File: src/rtl/zad1_f.sv
// One fixed 4-input Boolean function evaluated three ways (SOP gates, vector index, case),
// plus a registered copy and a sticky cross-check flag. Optional self-test sweep: ZAD1_SELFTEST_EN.
module zad1_f #(
  parameter logic [15:0] TRUTH = 16'hD29A
) (
  input  logic       clk,
  input  logic       reset,
  input  logic       a,
  input  logic       b,
  input  logic       c,
  input  logic       d,
  output logic       f1,
  output logic       f2,
  output logic       f3,
  output logic [2:0] f_q,
  output logic       mismatch,
  output logic       selftest_done
);

  logic [3:0]  code;
  logic [15:0] live_terms;
  logic        live_bad;
  logic        st_bad;

  assign code = {a, b, c, d};

  function automatic logic case_eval(input logic [3:0] x);
    logic r;
    case (x)
      4'h0:    r = TRUTH[0];
      4'h1:    r = TRUTH[1];
      4'h2:    r = TRUTH[2];
      4'h3:    r = TRUTH[3];
      4'h4:    r = TRUTH[4];
      4'h5:    r = TRUTH[5];
      4'h6:    r = TRUTH[6];
      4'h7:    r = TRUTH[7];
      4'h8:    r = TRUTH[8];
      4'h9:    r = TRUTH[9];
      4'hA:    r = TRUTH[10];
      4'hB:    r = TRUTH[11];
      4'hC:    r = TRUTH[12];
      4'hD:    r = TRUTH[13];
      4'hE:    r = TRUTH[14];
      4'hF:    r = TRUTH[15];
      default: r = 1'b0;
    endcase
    return r;
  endfunction

  // Each minterm ANDs four literals, complemented where the code bit is 0.
  generate
    for (genvar gi = 0; gi < 16; gi++) begin : g_minterm
      localparam logic [3:0] IDX = 4'(gi);
      assign live_terms[gi] = TRUTH[gi]
                            & (IDX[3] ? a : ~a)
                            & (IDX[2] ? b : ~b)
                            & (IDX[1] ? c : ~c)
                            & (IDX[0] ? d : ~d);
    end
  endgenerate

  assign f1 = |live_terms;
  assign f2 = TRUTH[code];
  assign f3 = case_eval(code);

  assign live_bad = !((f1 == f2) && (f2 == f3));

`ifdef ZAD1_SELFTEST_EN
  logic [3:0]  cnt_reg;
  logic        done_reg;
  logic [15:0] st_terms;
  logic        st_f1;
  logic        st_f2;
  logic        st_f3;

  generate
    for (genvar gi = 0; gi < 16; gi++) begin : g_st_minterm
      localparam logic [3:0] IDX = 4'(gi);
      assign st_terms[gi] = TRUTH[gi]
                          & (IDX[3] ? cnt_reg[3] : ~cnt_reg[3])
                          & (IDX[2] ? cnt_reg[2] : ~cnt_reg[2])
                          & (IDX[1] ? cnt_reg[1] : ~cnt_reg[1])
                          & (IDX[0] ? cnt_reg[0] : ~cnt_reg[0]);
    end
  endgenerate

  assign st_f1  = |st_terms;
  assign st_f2  = TRUTH[cnt_reg];
  assign st_f3  = case_eval(cnt_reg);
  assign st_bad = (st_f1 != TRUTH[cnt_reg]) || (st_f2 != TRUTH[cnt_reg]) ||
                  (st_f3 != TRUTH[cnt_reg]);

  // Counter parks at 15; the edge that checks code 15 completes the sweep.
  always_ff @(posedge clk or posedge reset) begin
    if (reset) begin
      cnt_reg  <= 4'd0;
      done_reg <= 1'b0;
    end else if (cnt_reg == 4'd15) begin
      done_reg <= 1'b1;
    end else begin
      cnt_reg <= cnt_reg + 4'd1;
    end
  end

  assign selftest_done = done_reg;
`else
  assign st_bad        = 1'b0;
  assign selftest_done = 1'b0;
`endif

  always_ff @(posedge clk or posedge reset) begin
    if (reset) begin
      f_q      <= 3'b000;
      mismatch <= 1'b0;
    end else begin
      f_q <= {f1, f2, f3};
      if (live_bad || st_bad)
        mismatch <= 1'b1;
    end
  end

endmodule

File: config.mk
export PLATFORM = sky130hd
export DESIGN_NAME = zad1_f
export DESIGN_NICKNAME = d
export VERILOG_FILES = /design/src/rtl/zad1_f.sv
export SDC_FILE = /design/constraint.sdc
export NUM_CORES = 1
export LEC_CHECK = 0
export BUFFER_PORTS_ARGS = -buffer_cell sky130_fd_sc_hd__buf_4
export CAP_MARGIN = 10
export CELL_PAD_IN_SITES_DETAIL_PLACEMENT = 1
export CELL_PAD_IN_SITES_GLOBAL_PLACEMENT = 1
export CORE_AREA = 2 2 39 41
export DETAILED_ROUTE_END_ITERATION = 10
export DIE_AREA = 0 0 41 43
export PLACE_DENSITY_LB_ADDON = 0.1
export SYNTH_ARGS = -nofsm -noshare
export SYNTH_HDL_FRONTEND = slang
export SYNTH_SLANG_ARGS = --single-unit
File: constraint.sdc
create_clock -name clk -period 1.4 [get_ports clk]
set_clock_uncertainty 0.2 [all_clocks]
set_input_delay 0.07 -clock clk [delete_from_list [all_inputs] [get_ports clk]]
set_output_delay 0.07 -clock clk [all_outputs]
set_load 0.01 [all_outputs]
* Word level (Yosys, flattened, before mapping)
Memory sizes are Yosys's and may differ from the RTL's.
Cells that the tools add are included.
** Storage, ports and cells
- Logic and storage cells :: 33
- Memory bits (read-only) :: 32
- Flip-flop bits (word level) :: 4
- Memories :: 2
** Cells by class
- Bitwise operators :: 23
- Reduce and logical (&&, ||, !) cells :: 2
- Equal/unequal tests :: 2
- $lt $le $gt $ge :: 1
- Muxes and demuxes :: 1
** Memory list
- (no name shown) :: words 16, width 1, read ports 1, clocked after Yosys merged registers in 0, wr ports 0, line 64 : assign f2 = TRUTH[code];
- (no name shown) :: words 16, width 1, read ports 1, clocked after Yosys merged registers in 0, wr ports 0, line 29 : case (x)
** Operator list (count)
- bitwise AND 1 bit :: 19
- OR reduction 8 bit :: 1
- less-than comparator 4 x 5 -> 1 bit, second input constant :: 1
- NOT 1 bit :: 4
- == test 1 bit :: 2
- logical AND 1 bit :: 1
- two-way mux 1 bit :: 1

* Logic depth before layout (Yosys ltp)
Gate-level depths: netlist (run 1).
- Depth after elaboration :: 7
- Gate-level depth with buffers :: 6
- Depth with buffers taken out :: 6

* Worst setup path after synthesis (run 1)
OpenSTA, ideal clock, no wires.
- Path type :: input -> register
- Start point :: input port c
- End point :: register mismatch
- Stages on the path :: 6
- Library setup time :: 0.121 ns
- Setup slack :: 0.090 ns
- Data required time :: 1.079 ns
- Arrival time :: 0.989 ns
- Cells stage by stage :: inv_1 -> ha_1 -> xnor2_1 -> mux2i_1 -> xnor2_1 -> nand2b_1
** On the way
- Elaborated cells on any way between the ends :: 23
** RTL lines
- start: declaration :: line 10 : input logic c,
- memory read (16 x 1 bit) (*)
- two-way mux 1 bit (implied by the code) (*) :: line 64
- net f2 :: line 13 : output logic f2,
- == test 1 bit :: line 67 : assign live_bad = !((f1 == f2) && (f2 == f3));
- logical AND 1 bit (*) :: line 67
- end signal: assignment :: line 115 : mismatch <= 1'b0;
- end signal: assignment :: line 119 : mismatch <= 1'b1;
- end: declaration :: line 16 : output logic mismatch,
The timed path passes the listed nets; every way through them passes the cells marked *. The select of a mux whose other input is x is not followed.
A chain may end at the register's enable or synchronous reset.

* Worst setup path after layout (run 1)
- Start point :: input port a
- End point :: register f_q[2]
** On the way
- Cells in the longest elaborated chain, start to end :: 5
- Elaborated cells on any way between the ends :: 21
** Ends and longest elaborated chain
- start: declaration :: line 8 : input logic a,
- NOT 1 bit
- bitwise AND 1 bit :: line 57 : & (IDX[2] ? b : ~b)
- bitwise AND 1 bit :: line 58 : & (IDX[1] ? c : ~c)
- bitwise AND 1 bit :: line 59 : & (IDX[0] ? d : ~d);
- OR reduction 8 bit (*) :: line 63 : assign f1 = |live_terms;
- end signal: assignment :: line 117 : f_q <= {f1, f2, f3};
- end: declaration :: line 15 : output logic [2:0] f_q,
Mark *: on every way between the ends. The rest lies on a longest branch, timed or not.

==> results of run 1 <==
==> critical path, stage by stage <==
cell and delay (ns):
buf_4 0.13, mux2i_2 0.14, a221oi_2 0.34, dlygate4sd3_1 0.60
==> sequential cells by signal, indices dropped and copies added (netlist names) <==
name      count
f_q           2
mismatch      1
==> power breakdown <==
group,internal (mW),total (mW),switching (mW)
sequential,0.0937,0.0961,0.00244
clock,0.106,0.146,0.0394
combinational,0.0574,0.103,0.0456
==> final cells by class <==
cell class | instances | area share
inverter | 2 | 0.0220
clock buffer | 4 | 0.0769
timing repair buffer | 14 | 0.322
tap | 16 | 0.0586
sequential | 3 | 0.220
multi-input combinational | 11 | 0.300
==> kinds of logic (layout without fill, tap and decap cells) <==
family / after synthesis / count (layout) / synth area share
xor gates and xnor gates: 2 / 2 / 0.0859
and+or+nand+nor: 3 / 3 / 0.0798
buffers and inverters: 5 / 20 / 0.147
adders and majority gates: 1 / 1 / 0.0613
DFF: 3 / 3 / 0.368
muxes: 3 / 3 / 0.166
AOI/OAI and AO/OA: 1 / 1 / 0.0736
other: 1 / 1 / 0.0184
==> worst max-delay path by stage <==
stage               depth (start not counted)  startpoint       end  slack (ns)
global placement                            7           c  mismatch       -0.04
detailed placement                          7           c  mismatch       -0.05
floorplan                                   6           c  mismatch        0.09
finish                                      4           a    f_q[2]        0.08
global route                                4           a    f_q[2]        0.01
CTS                                         6           c        f2        0.01
==> timing repair <==
action	CTS	global route
hold endpoints to repair	5	1
endpoints found under the setup margin	0	2
gates resized for setup	0	1
==> metrics by stage <==
stage                     instance area, um2  TNS [ns]  setup slack (ns)
after floorplan                          204         0            0.0896
after global placement                   292   -0.0426           -0.0426
after detailed placement                 292   -0.0521           -0.0521
after CTS                                338         0            0.0130
after global routing                     342         0            0.0110
final                                    342         0            0.0816
==> Yosys cell counts <==
cell and instances:
mux2i_2 1, conb_1 1, nand2b_1 1, mux2i_1 2
a221oi_2 1, nor2_1 1, ha_1 1, buf_4 3
nor2b_1 1, dfrtp_1 3, inv_1 2, xnor2_1 2
==> routing by layer <==
metal / part of all wire / wire, um / vias up / global-route usage
li1: - / - / 86 / -
met1: 0.43 / 187 / 80 / 0.0552
met2: 0.50 / 215 / 8 / 0.0969
met3: 0.067 / 29 / 0 / 0.0157
met4: 0 / 0 / 0 / 0.0400
met5: 0 / 0 / - / 0
==> summary.txt, run 1 <==
CTS max path bufs -> 2
Die W -> 41 um
initial antenna violation count -> 0
internal reg-to-reg setup slack -> 0.58 ns
commonest non-fill, non-tap cell in the layout -> buf_4
Post-CTS Hold Buffers -> 2
Hold WS -> -0.0843 ns
Starting Density -> 0.147
area share of the largest cell type after synthesis -> 0.368
via count -> 174
gp weighted congestion -> 0.662
DRT iter0 DRCs -> 0
Slew Viols, Final -> 0
# clock sinks -> 3
# H-tree levels -> 1
final period utilization -> 0.942
clock slew at reported path FFs -> 0.04 ns
grt total ovfl -> 0
I/O Buffers -> 12
wire per inst -> 8.64 um
num ports -> 14
min Tclk post-route -> 1.32 ns
outcome -> finished with violations
CTS Buf Count -> 3
hold_sp -> a
Synth Register Bits -> 3
GRT Total Usage -> 0.0574
ant diodes -> 0
Final Non-Filler Cells -> 50
Syn Inst Count -> 19
first drt pass iteration count -> 1
Post-Synthesis Cell Area -> 204 um2
DP Cell Count -> 44
failing checks -> hold timing
Final Hold Viols -> 1
Core Util, Final -> 0.247
core area -> 0.00138 mm2
most frequent cells in the layout -> buf_4 (12), clkbuf_4 (3), dfrtp_1 (3)
Reg2Reg Depth -> 1
DR vias/cell -> 3.48
clock root cell -> clkbuf_4
max_cap viols -> 0
Worst-Skew Late Latency -> 0.23 ns
Crit Reg-Reg Endpoint -> mismatch
postcts setup bufs -> 0
endpoint class of the critical path -> flip-flop
CTS tree -> done
area of the die -> 0.00176 mm2
area leader, netlist -> dfrtp_1
final WL -> 432 um
Final setup viols -> 0
number of global-route vias before repair -> 189
P_leak -> 0.161 nW
global-route wire length before repair -> 676 um
RSZ-0062 raised after global routing -> no
top cells by area, synth -> dfrtp_1 (37%), buf_4 (11%), mux2i_1 (9.8%)
syn_nets -> 26
Critical Path RT -> 1.36 ns
DR DRC count -> 0
Layout area overhead -> 67.5%
number of routed nets with antenna violations -> 0
Nets -> 42
CP Class -> input port to flip-flop
FP Rows -> 14
sequential area share after synthesis -> 0.368
multi-input combinational cell area -> 103 um2
die height -> 43 um
crit-path max FO -> 3
Synth warnings -> 0
Setup crit start kind -> input port
CP arrival -> 1.28 ns
synth unique cells -> 12
fillers -> 167
Seq. cell area -> 75.1 um2
hold path endpoint -> f_q[1]
Hold WC Path Type -> input port to flip-flop
P per Cell Area -> 1010 mW/mm2
VDD IR max -> 0.297 mV
hold depth -> 2
fraction of layout cells with a size suffix above 1 -> 0.529
Synth Area per Inst -> 10.7 um2
largest net degree at the start of global routing -> 6
Reg-to-Reg Start -> mismatch
Fmax -> 0.758 GHz
Tot Pwr -> 345 uW
No activity file was read; power rests on OpenSTA's default activity.
==> run 2, diff against run 1 <==
==> constraint.sdc (replaced) <==
create_clock -name clk -period 1.4 [get_ports clk]
set_clock_uncertainty 0.2 [all_clocks]
set_input_delay 0.28 -clock clk [delete_from_list [all_inputs] [get_ports clk]]
set_output_delay 0.28 -clock clk [all_outputs]
set_load 0.01 [all_outputs]
==> run 2 against run 1 <==
Effect of this change: the run ends with setup timing left; critical path depth up 2; utilization up 6.4 points; setup slack worse by 0.28 ns; cell count up 10%; clock power up 5%; hold slack better by 0.31 ns; sequential power about the same; critical endpoint is now f2; largest power group unchanged.
==> summary.txt, run 2 (synthesis results as in run 1) <==
outcome -> finished with violations
failing checks -> setup timing
final WL -> 534 um
number of global-route vias before repair -> 194
Worst-Skew Late Latency -> 0.23 ns
delay-heaviest family, CP -> multiplexers
DP HPWL -> 408 um
initial antenna violation count -> 0
Worst Slack Setup Final -> -0.199 ns
Hold WC Path Type -> input port to flip-flop
Nets -> 47
max incr delay on CP -> 0.24 ns
Starting Density -> 0.147
Final setup viols -> 3
CTS max path bufs -> 2
die height -> 43 um
Reg with most FFs -> f_q
worst path bufs/invs -> 3
gp weighted congestion -> 0.524
FP Rows -> 14
CP cell instances -> buf_8 > inv_8 > ha_4 > mux2i_1 > mux2i_2 > buf_4
max FFs per register -> 2
GRT Total Usage -> 0.0795
Setup crit start kind -> input port
max_cap viols -> 0
# H-tree levels -> 1
Core Util, Final -> 0.311
Slew Viols, Final -> 0
Layout area overhead -> 111%
core area -> 0.00138 mm2
min Tclk post-route -> 1.60 ns
endpoint class of the critical path -> primary output
ant diodes -> 0
finished layout cell area -> 430 um2
final period utilization -> 1.14
most frequent cells in the layout -> buf_4 (15), clkbuf_4 (3), dfrtp_1 (3), mux2i_2 (2), buf_8 (2)
VDD IR max -> 0.334 mV
P_leak -> 0.203 nW
largest net degree at the start of global routing -> 6
CP Class -> input port to primary output
Tot Pwr -> 391 uW
P per Cell Area -> 908 mW/mm2
DR DRC count -> 0
Final Hold Viols -> 0
commonest non-fill, non-tap cell in the layout -> buf_4
dpl ws -> -0.280 ns
DR vias/cell -> 3.60
num ports -> 14
top flop regs -> f_q: 2 flops, mismatch: 1 flops
via count -> 198
clock slew at reported path FFs -> 0.04 ns
DRT iter0 DRCs -> 0
global-route wire length before repair -> 862 um
wire per inst -> 9.71 um
clock root cell -> clkbuf_4
area of the die -> 0.00176 mm2
CP max stage cell -> ha_4
RSZ-0062 raised after global routing -> yes
CTS tree -> done
fraction of layout cells with a size suffix above 1 -> 0.718
crit-path max FO -> 4
CTS Buf Count -> 3
first drt pass iteration count -> 1
number of routed nets with antenna violations -> 0
grt total ovfl -> 0
Fmax -> 0.626 GHz
I/O Buffers -> 12
# clock sinks -> 3
Die W -> 41 um
CP arrival -> 1.12 ns
dpl cell area -> 345 um2
Critical Path RT -> 0.92 ns
[run 2: repair_timing]
| item | CTS | global route |
|---|---|---|
| hold buffers | 1 | 0 |
| pin swaps | 2 | 0 |
| buffers inserted | 1 | 2 |
| resized for setup | 7 | 1 |
| endpoints found under the hold margin | 3 | 0 |
| setup endpoints to repair | 3 | 4 |
[run 2: power breakdown]
part / total (mW) / internal (mW) / switching [mW]
registers: 0.0964 / 0.0937 / 0.00266
clock network: 0.154 / 0.107 / 0.0474
logic: 0.140 / 0.0844 / 0.0558
total: 0.391 / 0.285 / 0.106
[run 2: final cells by class]
class                           count  area (um2)
Sequential cell                     3        75.1
Fill cell                         163         953
Tap cell                           16        20.0
Multi-Input combinational cell     11         130
Inverter                            2        15.0
Clock buffer                        4        26.3
Timing Repair Buffer               19         164
[run 2: layer usage]
| metal | vias up | track usage | share of wire |
|---|---|---|---|
| li1 | 96 | - | - |
| met1 | 91 | 0.0874 | 0.35 |
| met2 | 9 | 0.106 | 0.55 |
| met3 | 2 | 0.0157 | 0.054 |
| met4 | 0 | 0.100 | 0.039 |
| met5 | - | 0 | 0 |
[run 2: tightest hold or removal path, cell delays in order]
cell	delay (ns)
buf_4	0.12
a221oi_2	0.07
buf_4	0.14
[run 2: stage by stage]
step / TNS, ns / hold WS [ns] / instances
floorplan: -0.163 / -0.166 / 19
global placement: -0.913 / -0.0471 / 48
finish: -0.530 / 0.223 / 55
CTS: -0.637 / 0.198 / 54
global route: -0.684 / 0.233 / 55
detailed placement: -0.984 / -0.0418 / 48
[run 2: final timing paths]
| check | slack, ns | to | depth (start not counted) | startpoint |
|---|---|---|---|---|
| worst max-delay path | -0.20 | f2 | 6 | c |
| worst min-delay path | 0.22 | f_q[2] | 3 | b |
| worst max register to register | 0.59 | mismatch | 1 | mismatch |
| worst min register to register | 0.26 | mismatch | 1 | mismatch |
| max in group asynchronous | 0.60 | f_q[1] | 3 | reset |
| min in group asynchronous | 0.27 | f_q[2] | 3 | reset |
==> run 3, diff against run 2 <==
SKIP_CTS_REPAIR_TIMING = 1   (was default)
==> run 3 against run 2 <==
Effect of this change: the flow still finishes with violations (setup timing); routed wire length is 0.56% higher; sequential cell count unchanged; sequential power hardly changed; count of clock-buffer cells in the layout unchanged; combinational power about the same.
==> summary.txt, run 3 (synthesis results as in run 1) <==
failing checks -> setup timing
die height -> 43 um
FP Rows -> 14
endpoint class of the critical path -> primary output
final WL -> 537 um
multi-input combinational cell area -> 130 um2
Fmax -> 0.627 GHz
fraction of layout cells with a size suffix above 1 -> 0.718
area of the die -> 0.00176 mm2
Final setup viols -> 3
via count -> 202
CTS max path bufs -> 2
P_leak -> 0.203 nW
wire per inst -> 9.76 um
Hold WC Path Type -> input port to flip-flop
Seq. cell area -> 75.1 um2
Setup crit start kind -> input port
clock root cell -> clkbuf_4
min Tclk post-route -> 1.59 ns
max FFs per register -> 2
Critical Path RT -> 0.92 ns
CTS Buf Count -> 3
fillers -> 164
Slew Viols, Final -> 0
# H-tree levels -> 1
# clock sinks -> 3
Worst Slack Setup Final -> -0.194 ns
initial antenna violation count -> 0
Reg with most FFs -> f_q
Layout area overhead -> 111%
DR vias/cell -> 3.67
VDD IR max -> 0.335 mV
commonest non-fill, non-tap cell in the layout -> buf_4
Worst-Skew Late Latency -> 0.23 ns
DR DRC count -> 0
largest net degree at the start of global routing -> 6
DP Cell Count -> 48
grt total ovfl -> 0
most frequent cells in the layout -> buf_4 (15), clkbuf_4 (3), dfrtp_1 (3), mux2i_2 (2), buf_8 (2)
Starting Density -> 0.147
final period utilization -> 1.14
outcome -> finished with violations
first drt pass iteration count -> 1
CP Class -> input port to primary output
clock slew at reported path FFs -> 0.04 ns
top flop regs -> f_q: 2 flops, mismatch: 1 flops
DP HPWL -> 408 um
Final Non-Filler Cells -> 55
max_cap viols -> 0
crit-path max FO -> 4
core area -> 0.00138 mm2
Die W -> 41 um
CTS tree -> done
num ports -> 14
gp weighted congestion -> 0.524
number of routed nets with antenna violations -> 0
Nets -> 47
Hold WS -> 0.230 ns
CP arrival -> 1.11 ns
DRT iter0 DRCs -> 0
RSZ-0062 raised after global routing -> yes
number of global-route vias before repair -> 184
ant diodes -> 0
global-route wire length before repair -> 759 um
I/O Buffers -> 12
GRT Total Usage -> 0.0714
P per Cell Area -> 910 mW/mm2
Final Hold Viols -> 0
==> run 3: report_power, final <==
group          switching, mW  internal [mW]
registers            0.00265         0.0937
clock network         0.0479          0.107
logic                 0.0562         0.0844
total                  0.107          0.285
==> run 3: final timing paths <==
path,from,to,slack (ns),depth (start not counted)
setup / recovery,c,f2,-0.19,6
hold / removal,b,f_q[2],0.23,3
setup reg to reg,mismatch,mismatch,0.59,1
hold reg to reg,mismatch,mismatch,0.26,1
max in group asynchronous,reset,f_q[1],0.60,3
min in group asynchronous,reset,f_q[2],0.27,3
==> run 3: layout make-up <==
type / count / area share
Multi-Input combinational cell: 11 / 0.302
Clock buffer: 4 / 0.0610
Sequential cell: 3 / 0.174
Timing Repair Buffer: 19 / 0.381
Tap cell: 16 / 0.0465
Inverter: 2 / 0.0349
==> run 3: through the flow <==
| step | setup slack, ns | power [mW] | setup TNS [ns] | instance area (um2) | util |
|---|---|---|---|---|---|
| 2_1_floorplan | -0.145 | 0.158 | -0.163 | 228 | - |
| 3_3_place_gp | -0.264 | 0.211 | -0.913 | 345 | 0.250 |
| 3_5_place_dp | -0.280 | 0.213 | -0.984 | 345 | 0.250 |
| 4_1_cts | -0.290 | 0.374 | -0.792 | 372 | 0.269 |
| 5_1_grt | -0.249 | 0.429 | -0.708 | 430 | 0.311 |
| 6_report | -0.194 | 0.392 | -0.545 | 430 | 0.311 |
==> run 3: metal layers <==
layer	up-vias	track usage	wire length, um
li1	96	-	-
met1	95	0.0744	188
met2	9	0.0938	296
met3	2	0.0157	29
met4	0	0.100	21
met5	-	0	0
==> run 3: worst max-delay path, cell delays in order <==
cell,delay (ns)
buf_8,0.09
inv_8,0.03
ha_4,0.24
mux2i_1,0.07
mux2i_2,0.24
buf_4,0.17
